### src/rtl/dmem_port_arbiter.sv
// Port-B arbiter between the core MEM stage and a host requester.
// The core has priority; a bounded wait counter forces host progress, and host_lock holds the port for bursts.
module dmem_port_arbiter #(
  parameter int unsigned MAX_WAIT = 8,
  parameter int unsigned CNT_W    = 16
) (
  input  logic             clk,
  input  logic             rst,
  input  logic             core_req,
  input  logic [3:0]       core_we,
  input  logic [31:0]      core_addr,
  input  logic [31:0]      core_wdata,
  output logic             core_stall,
  output logic             core_rvalid,
  output logic [31:0]      core_rdata,
  input  logic             host_req,
  input  logic [3:0]       host_we,
  input  logic [31:0]      host_addr,
  input  logic [31:0]      host_wdata,
  input  logic             host_lock,
  output logic             host_gnt,
  output logic             host_rvalid,
  output logic [31:0]      host_rdata,
  output logic [3:0]       mem_we,
  output logic [31:0]      mem_addr,
  output logic [31:0]      mem_wdata,
  input  logic [31:0]      mem_rdata,
  output logic [CNT_W-1:0] starve_events
);

  localparam int unsigned WAIT_W = 8;

  typedef enum logic [0:0] {
    ST_CORE      = 1'b0,
    ST_HOST_LOCK = 1'b1
  } state_t;

  state_t            state;
  state_t            state_nxt;
  logic [WAIT_W-1:0] wait_cnt;
  logic [WAIT_W-1:0] wait_cnt_nxt;
  logic [CNT_W-1:0]  starve_cnt;
  logic              starve_inc;
  logic              core_gnt;
  logic [31:0]       addr_q;

  // State, wait counter, starvation counter and read-return tags.
  always_ff @(posedge clk) begin
    if (rst) begin
      state       <= ST_CORE;
      wait_cnt    <= '0;
      starve_cnt  <= '0;
      core_rvalid <= 1'b0;
      host_rvalid <= 1'b0;
      addr_q      <= '0;
    end else begin
      state       <= state_nxt;
      wait_cnt    <= wait_cnt_nxt;
      if (starve_inc && (starve_cnt != {CNT_W{1'b1}})) begin
        starve_cnt <= starve_cnt + CNT_W'(1);
      end
      core_rvalid <= core_gnt && (core_we == 4'd0);
      host_rvalid <= host_gnt && (host_we == 4'd0);
      addr_q      <= mem_addr;
    end
  end

  // Grant decision and next state.
  always_comb begin
    state_nxt    = state;
    wait_cnt_nxt = wait_cnt;
    core_gnt     = 1'b0;
    host_gnt     = 1'b0;
    core_stall   = 1'b0;
    starve_inc   = 1'b0;
    case (state)
      ST_CORE: begin
        if (host_req && (!core_req || (wait_cnt == WAIT_W'(MAX_WAIT)))) begin
          host_gnt     = 1'b1;
          core_stall   = core_req;
          starve_inc   = core_req;
          wait_cnt_nxt = '0;
          if (host_lock) begin
            state_nxt = ST_HOST_LOCK;
          end
        end else begin
          core_gnt     = core_req;
          wait_cnt_nxt = (host_req && core_req) ? (wait_cnt + WAIT_W'(1)) : '0;
        end
      end
      ST_HOST_LOCK: begin
        host_gnt     = host_req;
        core_stall   = core_req;
        wait_cnt_nxt = '0;
        if (!host_lock) begin
          state_nxt = ST_CORE;
        end
      end
      default: begin
        state_nxt    = ST_CORE;
        wait_cnt_nxt = '0;
      end
    endcase
  end

  // Port-B mux; the address parks on the last granted value when idle.
  always_comb begin
    mem_we    = 4'd0;
    mem_addr  = addr_q;
    mem_wdata = core_wdata;
    if (host_gnt) begin
      mem_we    = host_we;
      mem_addr  = host_addr;
      mem_wdata = host_wdata;
    end else if (core_gnt) begin
      mem_we    = core_we;
      mem_addr  = core_addr;
    end
  end

  assign core_rdata    = mem_rdata;
  assign host_rdata    = mem_rdata;
  assign starve_events = starve_cnt;

endmodule
### config.mk
export PLATFORM = sky130hd
export DESIGN_NAME = dmem_port_arbiter
export DESIGN_NICKNAME = d
export VERILOG_FILES = /design/src/rtl/dmem_port_arbiter.sv
export SDC_FILE = /design/constraint.sdc
export NUM_CORES = 1
export LEC_CHECK = 0
export BUFFER_PORTS_ARGS = -buffer_cell sky130_fd_sc_hd__buf_2
export CAP_MARGIN = 10
export CORE_AREA = 10 10 117 119
export DETAILED_ROUTE_END_ITERATION = 7
export DIE_AREA = 0 0 127 129
export PLACE_DENSITY = 0.71
export SLEW_MARGIN = 20
export SYNTH_ARGS = -nofsm -noshare
export SYNTH_HDL_FRONTEND = slang
export SYNTH_SLANG_ARGS = --single-unit
### constraint.sdc
create_clock -name clk -period 2.25 [get_ports clk]
set_input_delay 0.1125 -clock clk [delete_from_list [all_inputs] [get_ports clk]]
set_output_delay 0.1125 -clock clk [all_outputs]
set_load 0.005 [all_outputs]
=== Yosys cells after proc, flatten, opt, wreduce, memory -nomap -nowiden ===
Index checks and enable logic that the tools add are counted.

* Bits in registers: 59
* Output and inout bits: 152
* Logic and storage cells: 38

* Add/subtract/negate cells: 2
* Eq/ne operators: 2
* Mux-type cells: 18
* Bitwise gates (word level): 1
* Reductions and logical operators: 9

{| class="wikitable"
|+ Operators by type and width
! cell !! count
|-
| two-way mux 32 bit || 3
|-
| adder 16 x 1 -> 16 bit, second input constant || 1
|-
| two-way mux 8 bit || 2
|-
| != test 16 bit, second input constant || 1
|-
| one-hot mux 8 bit (2 select lines) || 1
|-
| adder 8 x 1 -> 8 bit, second input constant || 1
|-
| == test 8 x 4 -> 1 bit, second input constant || 1
|-
| zero test 4 bit || 2
|-
| two-way mux 4 bit || 2
|-
| two-way mux 1 bit || 7
|-
| one-hot mux 1 bit (2 select lines) || 3
|-
| logical AND 1 bit || 5
|-
| zero test 1 bit || 1
|-
| logical OR 1 bit || 1
|-
| inverter 1 bit || 1
|}

=== Logic depth before layout (Yosys ltp) ===
* Word-level depth: 7
* Depth in mapped cells: 9
* Gate-level depth less buffers: 7

=== Worst setup path before layout ===
Ideal clock, no wire load.

* Path kind: register -> output
* From: register wait_cnt[0]
* To: output port mem_wdata[0]
* Data arrival time: 1.899 ns
* Slack: 0.238 ns
* Cell stages (with the launch flop): 9
* Path buffers: 2
* Cell sequence: dfxtp_1 > inv_1 > ha_1 > and4bb_4 > a21oi_1 > nand2b_1 > buf_2 > buf_4 > mux2_2

* Cells in the longest elaborated chain, start to end: 6

{| class="wikitable"
|+ RTL lines
! what !! RTL line !! RTL
|-
| from (decl) || 40 || <nowiki>logic [WAIT_W-1:0] wait_cnt;</nowiki>
|-
| from (signal assigned) || 58 || <nowiki>wait_cnt <= wait_cnt_nxt;</nowiki>
|-
| == test 8 x 4 -> 1 bit || 78 || <nowiki>if (host_req && (!core_req || (wait_cnt == WAIT_W'(MAX_WAIT)))) begin</nowiki>
|-
| logical OR 1 bit || 78 ||
|-
| logical AND 1 bit || 78 ||
|-
| two-way mux 1 bit || 78 ||
|-
| one-hot mux 1 bit (2 select lines) || 76 || <nowiki>case (state)</nowiki>
|-
| two-way mux 32 bit || 111 || <nowiki>if (host_gnt) begin</nowiki>
|-
| to (decl) || 26 || <nowiki>output logic [31:0] mem_wdata,</nowiki>
|}

Every way passes these cells.

=== Worst setup path in the final report ===
* From: register wait_cnt[4]
* To: output port mem_addr[9]

* Cells in the longest elaborated chain, start to end: 7
* Elaborated cells on any way between the ends: 9
* Classes of those cells: eq/ne (1); mux (6); reduce/logical (2)

{| class="wikitable"
|+ RTL lines
! what !! RTL line !! RTL
|-
| == test 8 x 4 -> 1 bit * || 78 ||
|-
| logical OR 1 bit * || 78 ||
|-
| logical AND 1 bit * || 78 ||
|-
| two-way mux 1 bit || 78 ||
|-
| two-way mux 1 bit || 76 ||
|-
| two-way mux 32 bit || 115 || <nowiki>end else if (core_gnt) begin</nowiki>
|-
| two-way mux 32 bit * || 111 ||
|-
| to (decl) || 25 || <nowiki>output logic [31:0] mem_addr,</nowiki>
|}

Every way passes the cells marked *; elsewhere a longest branch is shown, timed or not.

==> out/qor.yml <==
port-buffer-count: 228
seq_power_share_pct: 33.3
grt.total_usage_pct: 17.8
min_from: "core_we[2]"
fin_ws_ns: 0.0162
antenna_left: 0
grt_pass1_vias: 4602
yosys_warnings: 0
grt.overflow.total: 0
stdcell_area_sq_um: 5780
p_leak_nw: 2.55
initial_core_util_pct: 35.1
layout_common_cells: "223 x buf_2, 55 x dfxtp_1, 48 x nand2_1"
dp_hpwl_microns: 11800
slew_viol_final: 0
r2r_slack_ns: 0.13
vias: 4482
holdPathStages: 3
layout_worst_path_cycle_share_pct: 99.3
endpoint_kind: "output port"
start_kind: "register"
syn_nets: 659
die_y_microns: 129
hold_path.class: "in2reg"
place.gp.congestion: 0.866
postPlaceCellArea_sq_um: 4820
cts_buffers: 9
ys_ff_latch: 59
dr.pass1.iters: 5
mostFrequentLayoutCell: "buf_2"
required_ns: 2.14
p_sw_uw: 885
layout-drive-gt1-share_pct: 54.9
critPathMaxFanout: 5
grt_max_degree: 58
synth.area.top_cells: "dfxtp_1 30%, buf_4 13%, mux2_2 10%"
finalSetupViolations: 0
fill_cells: 1059
die_area_sq_um: 16400
synth_edf_count: 0
power-per-cell-area_nw_per_um2: 577
syn_area_sq_um: 3970
avgSynthCellArea_sq_um: 8.22
ys.flop_type: "dfxtp_1"
final_nets: 840
cts_buffer_depth: 2
wl_microns: 16400
rsz0062_at_grt: "yes"
final_hold_viol_count: 0
clkTransAtPathRegs_ns: 0.05
antenna_found_initial: 0
yosysTopAreaCellShare_pct: 29.7
r2r_cells: 9
wl_per_cell_microns: 20.1
clock-root-buffer: "clkbuf_16"
htreeDepth: 3
swShare_pct: 26.5
worst_slew_pin_slew_ns: 1.08
slew_headroom_pct: 27.7
core_sq_um: 11300
clkPwrFrac_pct: 42.9
cts_tree: "yes"
cts.sinks: 59
grt_pass1_wl_microns: 23800
io_pins: 325
fmax_ghz: 0.448
critPathArrivalTime_ns: 2.12
syn_inst: 483
reg2reg_from: "wait_cnt[1]$_SDFF_PP0_"
synthArstFlopShare_pct: 0
outcome: "finished, final reports clean"
combPwrFrac_pct: 23.8
ir_drop_mv: 0.329
yosysTopAreaCell: "dfxtp_1"
insertion_delay_ns: 0.33
place_ws_ns: 0.241
p_int_mw: 2.45
min_to: "core_rvalid$_SDFF_PP0_"
finClkSkew_ns: 0.00475
route.detailed.drc: 0
synthDistinctLibCells: 40
area_growth_pct: 45.6
drt-initial-drc-count: 349
period_needed_ns: 2.23
die_w_microns: 127
r2r_end: "starve_events[14]$_SDFFE_PP0P_"
maxCapViolations: 0
crit_type: "reg2out"
viasPerCell: 5.52
ys_seq_area_share_pct: 29.7
num_antenna_cells: 0
rows: 39
## cells by family (layout without fill, tap and decap cells)
group / after synthesis / after routing / share of synthesized area, %
AO/OA/AOI/OAI: 97 / 97 / 18.0
multiplexers: 37 / 37 / 10.5
AND/OR/NAND/NOR: 175 / 175 / 22.6
flip-flops: 59 / 59 / 29.7
adder cells (fa/ha/maj): 3 / 3 / 0.945
XOR/XNOR: 6 / 6 / 1.32
buffers and inverters: 106 / 292 / 16.9
## registers in the layout, summed over array words and instances (netlist names)
register	cells
addr_q	32
starve_events	16
wait_cnt	8
core_rvalid	1
host_rvalid	1
state	1
## metrics by stage
step	hold slack [ns]	utilization, %	instances	power (mW)	setup TNS (ns)
after global routing	0.0477	51.1	812	3.48	-1.29
final	0.0472	51.1	812	3.34	0
after global placement	0.225	42.5	771	1.76	0
after detailed placement	0.225	42.5	771	1.78	0
after CTS	0.0261	47.7	801	3.28	0
after floorplan	0.189	-	483	1.53	0
## power groups by stage
stage               Clock, mW  Combinational [mW]  Sequential [mW]
floorplan                   0               0.402             1.13
global placement            0               0.632             1.13
detailed placement          0               0.644             1.13
CTS                      1.46               0.711             1.11
global route             1.51               0.856             1.12
finish                   1.43               0.794             1.11
## synthesized netlist by cell type, drive strengths merged, types with 7 or more instances
cell type	n
clkbuf	16
mux2	37
nand4	9
nor4	7
dfxtp	59
nor3	35
nor2	13
or4	11
buf	82
a311oi	32
nand2	67
nand3	12
inv	8
a31oi	33
a21oi	13
o31ai	10
## repair_timing
action                                 4_1_cts  5_1_grt
pin swaps                                    3       16
setup endpoints to repair                   65       61
cloned                                       4        6
endpoints found under the hold margin        2        0
hold buffers                                 2        0
buffers inserted                             8        8
gates resized for setup                     10       66
## how the worst max path moves through the flow
stage | slack [ns] | end | depth (start not counted) | startpoint
6_report | 0.02 | mem_addr[9] | 7 | wait_cnt[4]$_SDFF_PP0_
5_1_grt | -0.05 | mem_wdata[22] | 8 | wait_cnt[0]$_SDFF_PP0_
4_1_cts | 0.0004 | mem_addr[14] | 9 | wait_cnt[1]$_SDFF_PP0_
3_5_place_dp | 0.24 | mem_wdata[12] | 8 | wait_cnt[1]$_SDFF_PP0_
3_3_place_gp | 0.30 | mem_wdata[10] | 8 | wait_cnt[1]$_SDFF_PP0_
2_1_floorplan | 0.24 | mem_wdata[0] | 8 | wait_cnt[0]$_SDFF_PP0_
## critical path, cell delays in order (launching register included)
cell and delay (ns):
dfxtp_4 0.35, or3_4 0.40, o31ai_4 0.29, buf_6 0.19
clkbuf_16 0.17, nand2_2 0.06, a31oi_1 0.18, buf_2 0.14
## metal layers
layer	wire, microns	track usage (%)	vias up	part of all wire [%]
li1	-	-	2095	-
met1	5810	17.7	2085	36
met2	8160	30.7	265	50
met3	1900	9.03	37	12
met4	489	8.31	0	3.0
met5	0	0	-	0
## final cells by class
class / count / area [sq um] / area share [%]
Tap cell: 143 / 179 / 3.10
Inverter: 8 / 30.0 / 0.519
Clock inverter: 4 / 47.5 / 0.823
Timing Repair Buffer: 268 / 1700 / 29.4
Sequential cell: 59 / 1190 / 20.6
Multi-Input combinational cell: 318 / 2360 / 40.9
Clock buffer: 12 / 267 / 4.61
No activity file was read; power rests on OpenSTA's default activity.
